<file path="src/rtl/traffic_pkg.sv">
// Shared definitions for the intersection controller and the lamp decoders.
// Lamp codes are the 2-bit values driven per phase; state_e is the controller FSM state.
package traffic_pkg;

  localparam logic [1:0] LampRed    = 2'b00;
  localparam logic [1:0] LampYellow = 2'b01;
  localparam logic [1:0] LampGreen  = 2'b10;
  localparam logic [1:0] LampOff    = 2'b11;

  typedef enum logic [1:0] {
    StDark,
    StAllRed,
    StGreen,
    StYellow
  } state_e;

endpackage

</file>
<file path="src/rtl/sec_prescaler.sv">
// Seconds prescaler: counts 0..CLK_HZ-1 and flags the last count of each second.
// Ports:
//   clk     - system clock
//   reset   - synchronous, active-high; count returns to 0
//   restart - synchronous; count returns to 0 on the next edge (state entry)
//   tick    - high during the cycle where the count equals CLK_HZ-1
module sec_prescaler #(
  parameter int unsigned CLK_HZ = 10000
) (
  input  logic clk,
  input  logic reset,
  input  logic restart,
  output logic tick
);

  localparam int unsigned CntW = (CLK_HZ > 1) ? $clog2(CLK_HZ) : 1;
  localparam logic [CntW-1:0] CntMax = CntW'(CLK_HZ - 1);

  logic [CntW-1:0] cnt_q;

  always_ff @(posedge clk) begin
    if (reset || restart) begin
      cnt_q <= '0;
    end else if (cnt_q == CntMax) begin
      cnt_q <= '0;
    end else begin
      cnt_q <= cnt_q + CntW'(1);
    end
  end

  assign tick = (cnt_q == CntMax);

endmodule

</file>
<file path="src/rtl/traffic_phase_ctrl.sv">
// N-phase intersection controller: ALL_RED -> GREEN -> YELLOW per phase, with latched
// sensor requests that skip idle phases and extend an uncontested green.
// Ports:
//   clk, reset   - clock and synchronous active-high reset
//   enable       - low forces DARK (all lamps OFF)
//   req          - synchronised level request per phase
//   phase_light  - 2-bit lamp code per phase, phase i at [2i+1:2i]
//   ped_walk     - walk signal for the crossing parallel to each phase
//   active_phase - index of the phase currently served
//   secs_left    - whole seconds remaining in the current state, minus 1
//   sec_tick     - one-cycle pulse at each second boundary
module traffic_phase_ctrl
  import traffic_pkg::*;
#(
  parameter int unsigned CLK_HZ       = 10000,
  parameter int unsigned N_PHASES     = 3,
  parameter int unsigned SEC_W        = 8,
  parameter int unsigned ALLRED_S     = 1,
  parameter int unsigned YELLOW_S     = 3,
  parameter int unsigned GREEN_BASE_S = 27,
  parameter int unsigned GREEN_EXT_S  = 27,
  localparam int unsigned PhW = (N_PHASES > 1) ? $clog2(N_PHASES) : 1
) (
  input  logic                  clk,
  input  logic                  reset,
  input  logic                  enable,
  input  logic [N_PHASES-1:0]   req,
  output logic [2*N_PHASES-1:0] phase_light,
  output logic [N_PHASES-1:0]   ped_walk,
  output logic [PhW-1:0]        active_phase,
  output logic [SEC_W-1:0]      secs_left,
  output logic                  sec_tick
);

  typedef logic [PhW-1:0] phase_t;

  localparam logic [SEC_W-1:0] AllRedLoad = SEC_W'(ALLRED_S - 1);
  localparam logic [SEC_W-1:0] YellowLoad = SEC_W'(YELLOW_S - 1);
  localparam logic [SEC_W-1:0] BaseLoad   = SEC_W'(GREEN_BASE_S - 1);
  localparam logic [SEC_W-1:0] LongLoad   = SEC_W'(GREEN_BASE_S + GREEN_EXT_S - 1);

  // First pending phase after cur, round-robin, with cur itself considered last.
  // Scanning from the farthest offset down lets the nearest pending phase win.
  function automatic phase_t next_phase(phase_t cur, logic [N_PHASES-1:0] pend);
    phase_t      res;
    int unsigned idx;
    res = phase_t'((32'(cur) + 1) % N_PHASES);
    for (int unsigned k = N_PHASES; k >= 1; k--) begin
      idx = (32'(cur) + k) % N_PHASES;
      if (pend[phase_t'(idx)]) res = phase_t'(idx);
    end
    return res;
  endfunction

  function automatic logic [2*N_PHASES-1:0] lamps(state_e st, phase_t act);
    logic [2*N_PHASES-1:0] r;
    r = '0;
    for (int unsigned i = 0; i < N_PHASES; i++) begin
      case (st)
        StDark:   r[2*i +: 2] = LampOff;
        StGreen:  if (phase_t'(i) == act) r[2*i +: 2] = LampGreen;
        StYellow: if (phase_t'(i) == act) r[2*i +: 2] = LampYellow;
        default:  r[2*i +: 2] = LampRed;
      endcase
    end
    return r;
  endfunction

  state_e                state_q, state_d;
  phase_t                active_q, active_d;
  logic [N_PHASES-1:0]   pending_q, pending_d;
  logic [N_PHASES-1:0]   others;
  logic [SEC_W-1:0]      secs_q, secs_d;
  logic [2*N_PHASES-1:0] light_q;
  logic [N_PHASES-1:0]   ped_q, ped_d;
  logic                  tick;
  logic                  restart;

  sec_prescaler #(
    .CLK_HZ(CLK_HZ)
  ) u_prescaler (
    .clk    (clk),
    .reset  (reset),
    .restart(restart),
    .tick   (tick)
  );

  always_comb begin
    state_d   = state_q;
    active_d  = active_q;
    pending_d = pending_q;
    secs_d    = secs_q;
    others    = pending_q;
    others[active_q] = 1'b0;

    if (!enable) begin
      state_d = StDark;
    end else if (state_q == StDark) begin
      state_d  = StAllRed;
      active_d = '0;
      secs_d   = AllRedLoad;
    end else begin
      pending_d = pending_q | req;
      if (tick) begin
        if (secs_q == '0) begin
          case (state_q)
            StAllRed: begin
              state_d = StGreen;
              secs_d  = (others == '0) ? LongLoad : BaseLoad;
              // Entering green consumes this phase's request; a req still high in
              // green re-latches it on the following cycle.
              pending_d[active_q] = 1'b0;
            end
            StGreen: begin
              state_d = StYellow;
              secs_d  = YellowLoad;
            end
            StYellow: begin
              state_d  = StAllRed;
              secs_d   = AllRedLoad;
              active_d = next_phase(active_q, pending_q);
            end
            default: ;
          endcase
        end else begin
          secs_d = secs_q - SEC_W'(1);
        end
      end
    end

    ped_d = '0;
    if (state_d == StGreen) ped_d[active_d] = 1'b1;
  end

  assign restart = (state_d != state_q);

  always_ff @(posedge clk) begin
    if (reset) begin
      state_q   <= StAllRed;
      active_q  <= '0;
      pending_q <= '0;
      secs_q    <= AllRedLoad;
      light_q   <= '0;
      ped_q     <= '0;
    end else begin
      state_q   <= state_d;
      active_q  <= active_d;
      pending_q <= pending_d;
      secs_q    <= secs_d;
      light_q   <= lamps(state_d, active_d);
      ped_q     <= ped_d;
    end
  end

  assign phase_light  = light_q;
  assign ped_walk     = ped_q;
  assign active_phase = active_q;
  assign secs_left    = secs_q;
  assign sec_tick     = tick;

endmodule

</file>
<file path="config.mk">
export PLATFORM = sky130hd
export DESIGN_NAME = traffic_phase_ctrl
export DESIGN_NICKNAME = d
export VERILOG_FILES = /design/src/rtl/traffic_pkg.sv /design/src/rtl/sec_prescaler.sv /design/src/rtl/traffic_phase_ctrl.sv
export SDC_FILE = /design/constraint.sdc
export NUM_CORES = 1
export LEC_CHECK = 0
export ABC_AREA = 1
export BUFFER_PORTS_ARGS = -buffer_cell sky130_fd_sc_hd__buf_2
export CAP_MARGIN = 20
export CORE_ASPECT_RATIO = 0.7
export CORE_MARGIN = 4
export CORE_UTILIZATION = 45
export DETAILED_ROUTE_END_ITERATION = 8
export GPL_TIMING_DRIVEN = 0
export SYNTH_ARGS = -nofsm -noshare
export SYNTH_HDL_FRONTEND = slang
export SYNTH_HIERARCHICAL = 1
export SYNTH_SLANG_ARGS = --single-unit
</file>
<file path="constraint.sdc">
create_clock -name clk -period 4 [get_ports clk]
set_input_delay 0.8 -clock clk [delete_from_list [all_inputs] [get_ports clk]]
set_output_delay 0.8 -clock clk [all_outputs]
set_load 0.01 [all_outputs]
</file>
==> flow_metrics.tcl, run 1 <==
set metrics [dict create \
    p_per_area_nw_per_um2 360 \
    synth_area_leader_cell "dfxtp_1" \
    dpl_worst_slack_ps 765 \
    hold_path_depth 1 \
    critPathArrivalTime_ps 3510 \
    cts_tree "done" \
    track_usage_pct 18.2 \
    clk_pin_slew_ps 80 \
    rows 21 \
    yosys.area_share.simple_pct 38.7 \
    ant_nets 0 \
    final_nets 392 \
    max_stage_delay_ps 730 \
    end_kind "register" \
    fp.dieArea_um2 6290 \
    synth_top_family_by_area "simple AND/OR/NAND/NOR gates" \
    ys_warn_count 6 \
    p_leak_nw 1.24 \
    synthCells 342 \
    fin_tns_setup_ps 0 \
    syn_to_final_growth_pct 15.3 \
    synth-compound-area-share_pct 9.17 \
    grt_pass1_vias 1887 \
    drt-pass1-iter-count 4 \
    cts_buffer_depth 2 \
    holdCritStartpoint "u_prescaler/cnt_q[0]$_SDFF_PP0_" \
    synth_nets 360 \
    hold_path.class "register to register" \
    chipHeight_um 67.6 \
    antenna_found_initial 0 \
    initial_core_util_pct 47.2 \
    synthArstFlopShare_pct 0 \
    irDropWorstVdd_v 0.000140 \
    post-cts-setup-buffer-count 0 \
    htree_levels 2 \
    routed_via_density 4.85 \
    die_w_um 93.1 \
    hold_violations 0 \
    grt_pass1_wl_um 8960 \
    cp_cell_sequence "ha_1 > nand3_1 > or2_1 > nor3_1 > nand2_2 > o21ai_1 > nor2_1 > inv_1 > nand2_1 > o21ai_0 > o21ai_0 > nor2_1 > nand2_2 > buf_6 > a21oi_1" \
    cts_hold_buf 0 \
    gp_congestion 0.856 \
    relSlewSlack_pct 41.0 \
    ys.flop_type "dfxtp_1" \
    use_met2_pct 24.2 \
    stdcell_area_um2 2630 \
    finClkSkew_ps 6.58 \
    max_cap_viol_count 0 \
    seq_area_frac_synth_pct 33.4 \
    clock.fmax_ghz 0.305 \
    synth_top_area_share_pct 33.4 \
    finalSetupViolCount 0 \
    setup.worst_path.start_class "register" \
    insertion_delay_ps 300 \
    wl_per_cell_um 12.3 \
    cts_resized 0 \
    drtIter0Drc 176 \
    synth_fa_ha_area_share_pct 6.59 \
    cp_slowest_cell "nor3_1" \
    max_slew.worst_pin.slew_ps 878 \
    place_area_um2 2490 \
    cts_made_buffers 5 \
    setup_slack_ps 720 \
    synth_xor_area_share_pct 2.31 \
    holdWs_ps 476 \
    outcome "finished clean" \
    critPathKind "register to register" \
    synth.avg_cell_area_um2 6.67 \
    synth_area_um2 2280 \
    vias 2154 \
    rsz0062_at_grt "false" \
    port_buffers 25 \
    drc 0 \
    synth_edf_count 0 \
    routed_wl_um 5440 \
    grt_max_degree 14 \
    maxSlewViolCount 0 \
    crit_fanout 10 \
    synth_cell_type_count 27 \
    use_met1_pct 28.5 \
    reg2regPathDepth 15 \
    muxShareOfSynthArea_pct 0 \
    grt_util_met3_pct 4.45 \
    antennaDiodeCount 0 \
    clock-sinks 38 \
    grt-busiest-layer "met1" \
    finalCritPeriodShare_pct 82.0 \
    layout_min_cycle_time_ps 3280 \
    ys_ff_latch 38 \
    core_area_um2 4830 \
    r2r_start "u_prescaler/cnt_q[0]$_SDFF_PP0_" \
    grt-ovfl-total 0 \
    required_ps 4230 \
    pin_count 26 \
    cts-root-buf "clkbuf_8" \
    synth.area.top_cells "dfxtp_1 (33%), nand2_1 (15%), inv_1 (8.2%), nand3_1 (7.7%), nor2_1 (6.9%)" \
    drive_gt1_share_pct 14.9 \
    crit_path_start "u_prescaler/cnt_q[0]$_SDFF_PP0_" \
    dp_hpwl_um 4240 \
]
==> placed cells by master (no fill, tap or decap) <==
cell,count
a21oi_1,18
a21oi_2,2
a21oi_4,1
buf_2,25
buf_6,3
bufinv_16,2
clkbuf_1,1
clkbuf_8,5
clkinv_4,1
dfxtp_1,38
ha_1,12
inv_1,50
nand2_1,90
nand2_2,4
nand3_1,35
nand3_4,1
nand4_1,8
nor2_1,42
nor2_2,5
nor2_4,2
nor3_1,3
nor3b_2,1
o211ai_1,2
o21ai_0,7
o21ai_1,1
o31ai_1,4
or2_0,1
or2_1,1
or2_2,4
xnor2_1,1
xor2_1,5
==> cells in the mapped netlist, types with 2 or more instances <==
cell type  number
ha_1           12
nor2_2          5
nand2_2         4
a21oi_1        18
nand3_1        35
nor3_1          3
inv_1          50
buf_6           3
o31ai_1         4
nand4_1         8
xor2_1          5
o211ai_1        2
nand2_1        90
dfxtp_1        38
nor2_1         42
a21oi_2         2
nor2_4          2
or2_2           4
o21ai_0         7
==> sequential cells by signal, indices dropped and copies added, names as in the netlist <==
register           flops
u_prescaler/cnt_q     14
secs_left              8
pending_q              3
phase_light            6
ped_walk               3
active_phase           2
state_q                2
==> critical path: cells and delay by family, from the launching register on <==
family | cells | cell delay [ps]
AOI/OAI and AO/OA | 4 | 490
DFF | 1 | 380
adders and majority gates | 1 | 230
and+or+nand+nor | 8 | 1870
buffers and inverters | 2 | 230
==> layer usage <==
metal,vias to the layer above,wire [um]
met5,-,0
met4,0,38
met3,7,349
met2,51,1980
met1,948,3070
li1,1148,-
==> cells by family (layout without fill, tap and decap cells) <==
group	after synthesis	after routing
simple gates	197	197
xor+xnor	6	6
buf+inv	54	87
flops	38	38
compound gates	35	35
fa+ha+maj	12	12
==> layout make-up <==
class | instances | area [um2]
Buffer | 4 | 37.5
Clock buffer | 5 | 68.8
Clock inverter | 3 | 68.8
Fill cell | 509 | 2210
Inverter | 50 | 188
Multi-Input combinational cell | 250 | 1290
Sequential cell | 38 | 761
Tap cell | 69 | 86.3
Timing Repair Buffer | 25 | 125
==> metrics by stage <==
stage          utilization [%]  cells  total power [W]
2_1_floorplan                -    342         0.000521
3_3_place_gp              51.5    436         0.000557
3_5_place_dp              51.5    436         0.000559
4_1_cts                   54.4    444         0.000958
5_1_grt                   54.4    444         0.000992
6_report                  54.4    444         0.000947
==> path summary, 6_finish.rpt <==
path	slack, ps	endpoint
worst max-delay path	720	u_prescaler/cnt_q[11]$_SDFF_PP0_
worst min-delay path	480	u_prescaler/cnt_q[0]$_SDFF_PP0_
worst max register to register	720	u_prescaler/cnt_q[11]$_SDFF_PP0_
worst min register to register	480	u_prescaler/cnt_q[0]$_SDFF_PP0_
==> power by group <==
group | internal (W) | switching, W
logic | 0.0000558 | 0.0000919
registers | 0.000392 | 0.0000111
clock network | 0.000250 | 0.000146
total | 0.000698 | 0.000249
Power figures use the tool's default switching activity.
==> run 2: changes to the inputs <==
==> constraint.sdc (replaced) <==
create_clock -name clk -period 3.1 [get_ports clk]
set_input_delay 0.62 -clock clk [delete_from_list [all_inputs] [get_ports clk]]
set_output_delay 0.62 -clock clk [all_outputs]
set_load 0.01 [all_outputs]
==> run 2 against run 1 <==
Net effect:
- final cell count increased by 0.45%
- non-clock buffer count increased by 2
- hold slack about the same
- clock skew increased by 0.54 ps
- die area unchanged
- clock power increased by 30%
- flip-flop and latch count unchanged
- highest routed layer unchanged
- sequential share of layout area decreased by 0.29 points
==> flow_metrics.tcl, run 2 (synthesis results as in run 1) <==
set metrics [dict create \
    max_stage_delay_ps 380 \
    r2r_start "u_prescaler/cnt_q[0]$_SDFF_PP0_" \
    outcome "finished clean" \
    grt-ovfl-total 0 \
    endpoint "u_prescaler/cnt_q[10]$_SDFF_PP0_" \
    drc 0 \
    routed_via_density 4.87 \
    antennaDiodeCount 0 \
    final_nets 394 \
    r2r-end "u_prescaler/cnt_q[10]$_SDFF_PP0_" \
    cp_cell_sequence "ha_1 > nand3_1 > or2_1 > nor3_4 > nand2_2 > o21ai_1 > nor2_1 > inv_1 > nand2_1 > o21ai_0 > o21ai_0 > nor2_1 > inv_1 > a21oi_1 > nand2_1 > inv_1" \
    largest_reg_flops 14 \
    p_leak_nw 1.26 \
    finalCritPeriodShare_pct 88.8 \
    core_area_um2 4830 \
    irDropWorstVdd_v 0.000180 \
    final_cell_mix "nand2_1 (90), inv_1 (50), nor2_1 (42), dfxtp_1 (38), nand3_1 (35)" \
    port_buffers 25 \
    crit_fanout 5 \
    routed_wl_um 5470 \
    chipHeight_um 67.6 \
    pin_count 26 \
    finalSetupViolCount 0 \
    track_usage_pct 18.2 \
    syn_to_final_growth_pct 16.5 \
    stdcell_area_um2 2660 \
    end_kind "register" \
    reg2regPathDepth 16 \
    critPathArrivalTime_ps 3000 \
    drtIter0Drc 177 \
    p_per_area_nw_per_um2 461 \
    layout_min_cycle_time_ps 2750 \
    setup.worst_path.start_class "register" \
    reg2reg_slack_ps 350 \
    die_w_um 93.1 \
    maxSlewViolCount 0 \
    grt_max_degree 14 \
    holdWs_ps 476 \
    relSlewSlack_pct 67.3 \
    insertion_delay_ps 300 \
    antenna_found_initial 0 \
    grt_pass1_wl_um 8960 \
    dpl_worst_slack_ps -135 \
    rows 21 \
    htree_levels 2 \
    clock-sinks 38 \
    cp_slowest_cell "dfxtp_1" \
    finClkSkew_ps 7.12 \
    vias 2171 \
    clock.fmax_ghz 0.363 \
    cts_tree "done" \
    ant_nets 0 \
    clk_pin_slew_ps 80 \
    cts_hold_buf 0 \
    place_area_um2 2490 \
    rsz0062_at_grt "false" \
    hold_path.class "register to register" \
    nFillCells 512 \
    largest-register "u_prescaler/cnt_q" \
    dp.cells 436 \
    max_slew.worst_pin.slew_ps 490 \
    cts-root-buf "clkbuf_8" \
    initial_core_util_pct 47.2 \
    crit_path_start "u_prescaler/cnt_q[0]$_SDFF_PP0_" \
    wl_per_cell_um 12.3 \
    required_ps 3350 \
    drt-pass1-iter-count 4 \
    grt_pass1_vias 1893 \
    max_cap_viol_count 0 \
    layout_commonest_cell "nand2_1" \
    fp.dieArea_um2 6290 \
    gp_congestion 0.856 \
    cts_made_buffers 5 \
    dp_hpwl_um 4240 \
    cpMostUsedCell "inv_1" \
    final_cells 446 \
    setup_slack_ps 347 \
    hold_violations 0 \
    cts_buffer_depth 2 \
    drive_gt1_share_pct 15.6 \
    critPathKind "register to register" \
]
## run 2: cell count changes in the layout (fill, tap and decap cells not counted)
cell	previous run	this run
nor3_4	0	1
nor3_1	3	2
buf_4	0	2
## run 2: routing by layer
layer	up-vias	GRT usage, %	part of all wire, %
met5	-	0	0
met4	0	4.39	0.71
met3	7	4.45	5.8
met2	52	24.2	37
met1	961	28.5	56
li1	1151	-	-
## run 2: area by class of cell
type	instances	area, um2	area share, %
Sequential cell	38	761	28.7
Clock inverter	3	68.8	2.59
Inverter	50	188	7.07
Buffer	4	37.5	1.41
Multi-Input combinational cell	250	1310	49.2
Timing Repair Buffer	27	140	5.28
Tap cell	69	86.3	3.25
Clock buffer	5	68.8	2.59
## run 2: repair_timing
item	CTS	global route
setup endpoints to repair	14	14
buffers inserted	0	2
resized for setup	1	1
pin swaps	0	1
## run 2: where the power goes
| part | total, W | switching, W | internal, W |
|---|---|---|---|
| sequential | 0.000520 | 0.0000144 | 0.000506 |
| combinational | 0.000191 | 0.000119 | 0.0000721 |
| clock | 0.000513 | 0.000190 | 0.000322 |
## run 2: worst min-delay path by stage
stage | to | depth (start not counted) | startpoint | slack, ps
6_report | u_prescaler/cnt_q[0]$_SDFF_PP0_ | 1 | u_prescaler/cnt_q[0]$_SDFF_PP0_ | 480
3_5_place_dp | u_prescaler/cnt_q[0]$_SDFF_PP0_ | 1 | u_prescaler/cnt_q[0]$_SDFF_PP0_ | 460
3_3_place_gp | u_prescaler/cnt_q[0]$_SDFF_PP0_ | 1 | u_prescaler/cnt_q[0]$_SDFF_PP0_ | 450
2_1_floorplan | u_prescaler/cnt_q[0]$_SDFF_PP0_ | 1 | u_prescaler/cnt_q[0]$_SDFF_PP0_ | 430
5_1_grt | secs_left[1]$_SDFFE_PP0P_ | 2 | secs_left[1]$_SDFFE_PP0P_ | 510
4_1_cts | u_prescaler/cnt_q[0]$_SDFF_PP0_ | 1 | u_prescaler/cnt_q[0]$_SDFF_PP0_ | 480
## run 2: stage by stage
stage	utilization, %	setup TNS (ps)	power (W)
2_1_floorplan	-	0	0.000672
3_3_place_gp	51.5	-731	0.000719
3_5_place_dp	51.5	-1460	0.000721
4_1_cts	54.5	0	0.00124
5_1_grt	54.9	0	0.00128
6_report	54.9	0	0.00122
## run 2: worst max-delay path, delay by kind of cell, from the launching register on
family | cells | cell delay (ps)
DFF | 1 | 380
and+or+nand+nor | 8 | 1350
adders and majority gates | 1 | 230
AOI/OAI and AO/OA | 4 | 530
buffers and inverters | 3 | 190
